--- config.mk ---
export PLATFORM = sky130hd
export DESIGN_NAME = cordic_vectoring_iter
export DESIGN_NICKNAME = d
export VERILOG_FILES = /design/src/rtl/cordic_pkg.sv /design/src/rtl/cordic_vec_stage.sv /design/src/rtl/cordic_vectoring_iter.sv
export SDC_FILE = /design/constraint.sdc
export NUM_CORES = 1
export LEC_CHECK = 0
export ABC_AREA = 1
export BUFFER_PORTS_ARGS = -buffer_cell sky130_fd_sc_hd__buf_2
export CAP_MARGIN = 20
export CORE_UTILIZATION = 46
export CTS_BUF_LIST = sky130_fd_sc_hd__clkbuf_8
export DETAILED_ROUTE_END_ITERATION = 16
export PLACE_DENSITY_LB_ADDON = 0.15
export SLEW_MARGIN = 20
export SYNTH_ARGS = -nofsm -noshare
export SYNTH_HDL_FRONTEND = slang
export SYNTH_SLANG_ARGS = --single-unit
--- constraint.sdc ---
create_clock -name clk -period 5.1 [get_ports clk]
set_clock_uncertainty 0.15 [all_clocks]
set_input_delay 0.765 -clock clk [delete_from_list [all_inputs] [get_ports clk]]
set_output_delay 0.765 -clock clk [all_outputs]
set_load 0.02 [all_outputs]
--- src/rtl/cordic_pkg.sv ---
// Shared CORDIC definitions: arctangent table, FSM state type and reference constants.
// The table is kept at 32-bit turn resolution and rounded down to the angle width used.
package cordic_pkg;

  typedef enum logic [1:0] {IDLE, BUSY, DONE} cordic_state_t;

  // Uncompensated gain of the micro-rotation chain; kept for reference only.
  localparam real CORDIC_GAIN = 1.646760258;

  localparam int ATAN_TBL_N = 31;

  // atan(2^-i) with one full turn = 2^32, rounded to nearest.
  localparam logic [31:0] ATAN_TURN32 [ATAN_TBL_N] = '{
    32'h20000000, 32'h12E4051E, 32'h09FB385B, 32'h051111D4,
    32'h028B0D43, 32'h0145D7E1, 32'h00A2F61E, 32'h00517C55,
    32'h0028BE53, 32'h00145F2F, 32'h000A2F98, 32'h000517CC,
    32'h00028BE6, 32'h000145F3, 32'h0000A2FA, 32'h0000517D,
    32'h000028BE, 32'h0000145F, 32'h00000A30, 32'h00000518,
    32'h0000028C, 32'h00000146, 32'h000000A3, 32'h00000051,
    32'h00000029, 32'h00000014, 32'h0000000A, 32'h00000005,
    32'h00000003, 32'h00000001, 32'h00000001
  };

  // +90 degrees in binary angle units of width aw.
  function automatic logic [31:0] quarter_turn(input int aw);
    return 32'd1 << (aw - 2);
  endfunction

  // atan(2^-i) in binary angle units of width aw, rounded to nearest.
  function automatic logic [31:0] atan_lsb(input int i, input int aw);
    int          sh;
    logic [32:0] v;
    sh = 32 - aw;
    v  = {1'b0, ATAN_TURN32[i[4:0]]};
    if (sh > 0)
      v = v + (33'd1 << (sh - 1));
    return 32'(v >> sh);
  endfunction

endpackage

--- src/rtl/cordic_vec_stage.sv ---
// One vectoring-mode CORDIC micro-rotation, purely combinational.
// Drives y toward zero; the accumulated angle tracks the rotation applied.
module cordic_vec_stage #(
  parameter int XW      = 18,
  parameter int ANGLE_W = 16,
  parameter int SHW     = 4
) (
  input  logic signed [XW-1:0]      x,
  input  logic signed [XW-1:0]      y,
  input  logic signed [ANGLE_W-1:0] z,
  input  logic        [SHW-1:0]     shift,
  input  logic signed [ANGLE_W-1:0] atan,
  output logic signed [XW-1:0]      x_next,
  output logic signed [XW-1:0]      y_next,
  output logic signed [ANGLE_W-1:0] z_next
);

  logic signed [XW-1:0] x_shr;
  logic signed [XW-1:0] y_shr;

  assign x_shr = x >>> shift;
  assign y_shr = y >>> shift;

  // y == 0 takes the positive branch.
  always_comb begin
    x_next = x;
    y_next = y;
    z_next = z;
    if (y[XW-1]) begin
      x_next = x - y_shr;
      y_next = y + x_shr;
      z_next = z - atan;
    end else begin
      x_next = x + y_shr;
      y_next = y - x_shr;
      z_next = z + atan;
    end
  end

endmodule

--- src/rtl/cordic_vectoring_iter.sv ---
// Iterative vectoring CORDIC: (x, y) -> (K*|v|, atan2(y, x)), one micro-rotation per clock.
// Accepts a pair only from IDLE; the result is held in DONE until the consumer takes it.
module cordic_vectoring_iter
  import cordic_pkg::*;
#(
  parameter int WIDTH   = 16,
  parameter int ITER    = 14,
  parameter int ANGLE_W = 16
) (
  input  logic                      clk,
  input  logic                      rst,
  input  logic                      in_valid,
  output logic                      in_ready,
  input  logic signed [WIDTH-1:0]   x_in,
  input  logic signed [WIDTH-1:0]   y_in,
  output logic                      out_valid,
  input  logic                      out_ready,
  output logic        [WIDTH:0]     mag_out,
  output logic signed [ANGLE_W-1:0] phase_out
);

  // Two guard bits cover the sqrt(2)*K growth of the worst-case corner.
  localparam int XW = WIDTH + 2;
  localparam int CW = (ITER > 1) ? $clog2(ITER) : 1;
  localparam logic signed [ANGLE_W-1:0] QUARTER = ANGLE_W'(quarter_turn(ANGLE_W));

  cordic_state_t              state_reg;
  logic signed [XW-1:0]       x_reg;
  logic signed [XW-1:0]       y_reg;
  logic signed [ANGLE_W-1:0]  z_reg;
  logic        [CW-1:0]       cnt_reg;
  logic                       zero_reg;
  logic        [WIDTH:0]      mag_reg;
  logic signed [ANGLE_W-1:0]  phase_reg;

  logic signed [XW-1:0]       x_ext;
  logic signed [XW-1:0]       y_ext;
  logic signed [XW-1:0]       x_fold;
  logic signed [XW-1:0]       y_fold;
  logic signed [ANGLE_W-1:0]  z_fold;
  logic signed [XW-1:0]       x_next;
  logic signed [XW-1:0]       y_next;
  logic signed [ANGLE_W-1:0]  z_next;

  logic signed [ANGLE_W-1:0]  atan_lut [ITER];

  generate
    for (genvar gi = 0; gi < ITER; gi++) begin : g_atan
      assign atan_lut[gi] = ANGLE_W'(atan_lsb(gi, ANGLE_W));
    end
  endgenerate

  assign x_ext = {{2{x_in[WIDTH-1]}}, x_in};
  assign y_ext = {{2{y_in[WIDTH-1]}}, y_in};

  // Rotate the left half-plane by +/-90 degrees so the iterations start with x >= 0.
  always_comb begin
    x_fold = x_ext;
    y_fold = y_ext;
    z_fold = '0;
    if (x_ext[XW-1]) begin
      if (!y_ext[XW-1]) begin
        x_fold = y_ext;
        y_fold = -x_ext;
        z_fold = QUARTER;
      end else begin
        x_fold = -y_ext;
        y_fold = x_ext;
        z_fold = -QUARTER;
      end
    end
  end

  cordic_vec_stage #(
    .XW      (XW),
    .ANGLE_W (ANGLE_W),
    .SHW     (CW)
  ) u_stage (
    .x      (x_reg),
    .y      (y_reg),
    .z      (z_reg),
    .shift  (cnt_reg),
    .atan   (atan_lut[cnt_reg]),
    .x_next (x_next),
    .y_next (y_next),
    .z_next (z_next)
  );

  always_ff @(posedge clk) begin
    if (rst) begin
      state_reg <= IDLE;
      x_reg     <= '0;
      y_reg     <= '0;
      z_reg     <= '0;
      cnt_reg   <= '0;
      zero_reg  <= 1'b0;
      mag_reg   <= '0;
      phase_reg <= '0;
    end else begin
      case (state_reg)
        IDLE: begin
          if (in_valid) begin
            x_reg     <= x_fold;
            y_reg     <= y_fold;
            z_reg     <= z_fold;
            zero_reg  <= (x_in == '0) && (y_in == '0);
            cnt_reg   <= '0;
            state_reg <= BUSY;
          end
        end
        BUSY: begin
          x_reg <= x_next;
          y_reg <= y_next;
          z_reg <= z_next;
          if (cnt_reg == CW'(ITER - 1)) begin
            // atan2(0, 0) is undefined; report a clean zero instead of residue.
            mag_reg   <= zero_reg ? '0 : x_next[WIDTH:0];
            phase_reg <= zero_reg ? '0 : z_next;
            state_reg <= DONE;
          end else begin
            cnt_reg <= cnt_reg + 1'b1;
          end
        end
        DONE: begin
          if (out_ready)
            state_reg <= IDLE;
        end
        default: state_reg <= IDLE;
      endcase
    end
  end

  assign in_ready  = (state_reg == IDLE);
  assign out_valid = (state_reg == DONE);
  assign mag_out   = mag_reg;
  assign phase_out = phase_reg;

endmodule
==> reports/results.txt <==
dominant cell type by area after synthesis - dfxtp_1
Worst R2R Path Depth - 20
gr ovfl total - 0
#FFs+latches synth - 92
Die Footprint - 0.0215 mm²
Hold Violations, Final - 0
total number of vias - 10800
Residual DRC - 0
Crit path arrival time - 4.66 ns
leakage - 5.01 nW
die height - 147 µm
yosys warns - 0
all-layer global routing usage - 29.4%
Startpoint Class - flip-flop
sequential area share after synthesis - 19.1%
hold path cells - 2
Worst Tran Pin Value - 1.08 ns
Root Buffer - clkbuf_8
clock net sink count - 92
kind of critical path - reg -> reg
Hold Slack - 0.318 ns
post-synthesis mux area share - 0.104%
TritonCTS clock tree - yes
count of different cell masters after synthesis - 52
hold path start - phase_out[5]
vias in the first global route - 9573
crit path max fanout - 21
most frequent CP cell - o21ai_0
largest cells by area after synthesis - dfxtp_1, nand2_1, nand3_1
Synth Area per Inst - 6.04 µm²
number of setup violations in the final report - 0
Async SR Flop Fraction - 0%
worst-path cell chain - buf_12 > nor2_1 > nand3_1 > o21ai_0 > inv_1 > nand2_1 > nor2_1 > o21ai_0 > xnor2_1 > inv_1 > ha_1 > nand2_1 > nor2_1 > nand2_1 > o21ai_0 > a21oi_1 > o21ai_0 > a21oi_1 > o21ai_0 > a21oi_1
post-route ant nets - 0
Max Clk Rate - 0.221 GHz
Die W - 147 µm
Rows - 52
Adder-Cell Fraction of Synth Area - 8.42%
crit path capture type - flip-flop
clk buf depth - 2
largest family of logic cells by synthesized area - simple AND/OR/NAND/NOR gates
Boundary Pins - 71
Reg clk slew, reported paths - 0.11 ns
Synth Area in Compound Gates - 19.5%
largest net degree at the start of global routing - 67
Setup TNS - 0 ns
max cap viols - 0
initial antenna violation count - 0
Worst IR Drop VDD - 0.000206 V
Post-Synthesis Net Count - 1693
post_cts resized - 0
PortBufs - 70
number of synthesized flops with an enable pin - 0
Power per Cell Area - 428 mW/mm²
Slew headroom - 28.2%
setup repair after global routing missed its margin - false
top cell type's share of synthesized area - 19.1%
final worst-path cycle share - 88.6%
CP Data Required Time - 5.24 ns
CP peak stage delay - 0.65 ns
ANT cells - 0
number of vias per cell - 5.69
reg2reg start - cnt_reg[2]
hold crit path type - reg -> reg
Num CTS Buffers - 9
clock latency on the worst-skew pair - 0.40 ns
ys flop type - dfxtp_1
# hold bufs at CTS - 0
CP max-delay cell - nor2_1
hold endpoint - phase_out[5]
final net count - 1718
final wirelength - 31.8 mm
Routed WL per cell - 16.8 µm
Post-CTS Setup Bufs - 0
drt pass-1 iters - 7
CORE AREA - 0.0204 mm²
status - completed
depth of the CTS H-tree - 3
final RePlAce weighted congestion - 0.990
Final Slew Violations - 0
fraction of layout cells with a size suffix above 1 - 10.1%
delay-heaviest family, CP - compound AO/OA/AOI/OAI gates
FF-to-FF setup slack - 0.58 ns
WP buf/inv - 3
Final HPWL DP - 24.1 mm
Final Critical Period - 4.52 ns
post-synthesis simple-gate area fraction - 36.2%
area grow syn2layout - 7.03%
xor and xnor area share after synthesis - 6.73%
post-synthesis cell area - 0.00963 mm²
Detailed Route Iter0 Violations - 816
fin util - 50.6%
first-pass GRT wire length - 50.2 mm
Worst R2R End - y_reg[15]
initial core utilization - 47.3%
cells after synthesis - 1594
-- worst max-delay path by stage --
stage               cells after the start       endpoint  slack, ns       start
finish                                 20      y_reg[15]       0.58  cnt_reg[2]
global route                           25      y_reg[15]       0.10  cnt_reg[0]
CTS                                    25      y_reg[15]       0.69  cnt_reg[1]
detailed placement                     25      y_reg[15]       0.71  cnt_reg[1]
global placement                       25      y_reg[15]       0.74  cnt_reg[1]
floorplan                              22  phase_out[12]       1.38  cnt_reg[1]
-- logic make-up (layout without fill, tap and decap cells) --
kind of cell / count (synthesis) / in the layout
adder cells (fa/ha/maj): 63 / 63
XOR/XNOR: 74 / 74
AO/OA/AOI/OAI: 332 / 332
flip-flops: 92 / 92
buffers and inverters: 224 / 254
multiplexers: 1 / 1
AND/OR/NAND/NOR: 808 / 808
-- worst reg2reg max path: cells and delay by family (launching register included) --
family                     cells  cell delay (ns)
DFF                            1             0.50
buffers and inverters          3             0.39
and+or+nand+nor                7             1.36
adders and majority gates      1             0.34
AOI/OAI and AO/OA              8             1.50
xor gates and xnor gates       1             0.16
-- cells in the mapped netlist, types with 2 or more instances --
library cell and n:
o21bai_1 2, nand3_2 5, dfxtp_1 92, nand2_2 14
buf_6 9, a21oi_1 147, inv_1 144, nor3_1 15
nor2_2 14, clkbuf_1 34, nand4_1 12, o211a_1 2
inv_2 6, a21o_1 4, buf_4 8, nand2_1 450
o21ai_0 94, clkinv_1 2, fa_1 3, o22ai_1 4
o31ai_1 5, buf_1 4, o221ai_1 9, nand3b_1 6
a221oi_1 2, o21ai_2 4, o21ai_1 9, or2_2 14
nor4_1 2, ha_1 60, nor2_1 95, a211oi_1 2
o311ai_0 2, o211ai_1 20, nand3_1 178, a31oi_1 15
buf_2 16, o2111ai_1 2, xnor2_1 25, xor2_1 49
a22oi_1 3
-- layout by cell type, fill, tap and decap left out, drive strengths merged, types with 3 or more instances in the layout --
master / count
nand2: 464
nand3: 183
inv: 155
a21oi: 147
nor2: 110
o21ai: 107
dfxtp: 92
buf: 85
ha: 60
xor2: 49
xnor2: 25
o211ai: 20
nor3: 16
a31oi: 15
or2: 14
nand4: 12
clkbuf: 10
o221ai: 9
nand3b: 6
o31ai: 5
a21o: 4
o22ai: 4
a22oi: 3
fa: 3
-- power by group --
part / switching, W / internal (W) / total [W]
sequential: 0.000118 / 0.000796 / 0.000914
combinational: 0.00185 / 0.00101 / 0.00286
clock: 0.000331 / 0.000301 / 0.000632
-- final cells by class --
cell class / count / area, µm²
inverter: 153 / 577
clock inverter: 6 / 100
tap: 270 / 338
clock buffer: 10 / 138
sequential: 92 / 1840
multi-input combinational: 1278 / 6840
timing repair buffer: 85 / 475
fill: 2168 / 10100
-- metal layers --
metal | GRT usage [%] | routed length [µm]
met4 | 12.7 | 1250
met3 | 4.69 | 2310
met5 | 0 | 0
met1 | 40.4 | 14500
met2 | 45.2 | 13800
-- per-stage QoR --
| step | std cells | cell area [µm²] | worst slack (ns) | total power [W] |
|---|---|---|---|---|
| after global routing | 1894 | 10300 | 0.104 | 0.00477 |
| after global placement | 1878 | 10100 | 0.740 | 0.00371 |
| final | 1894 | 10300 | 0.583 | 0.00441 |
| after floorplan | 1594 | 9630 | 1.38 | 0.00306 |
| after CTS | 1894 | 10300 | 0.686 | 0.00437 |
| after detailed placement | 1878 | 10100 | 0.712 | 0.00372 |
No activity file was read; power rests on OpenSTA's default activity.
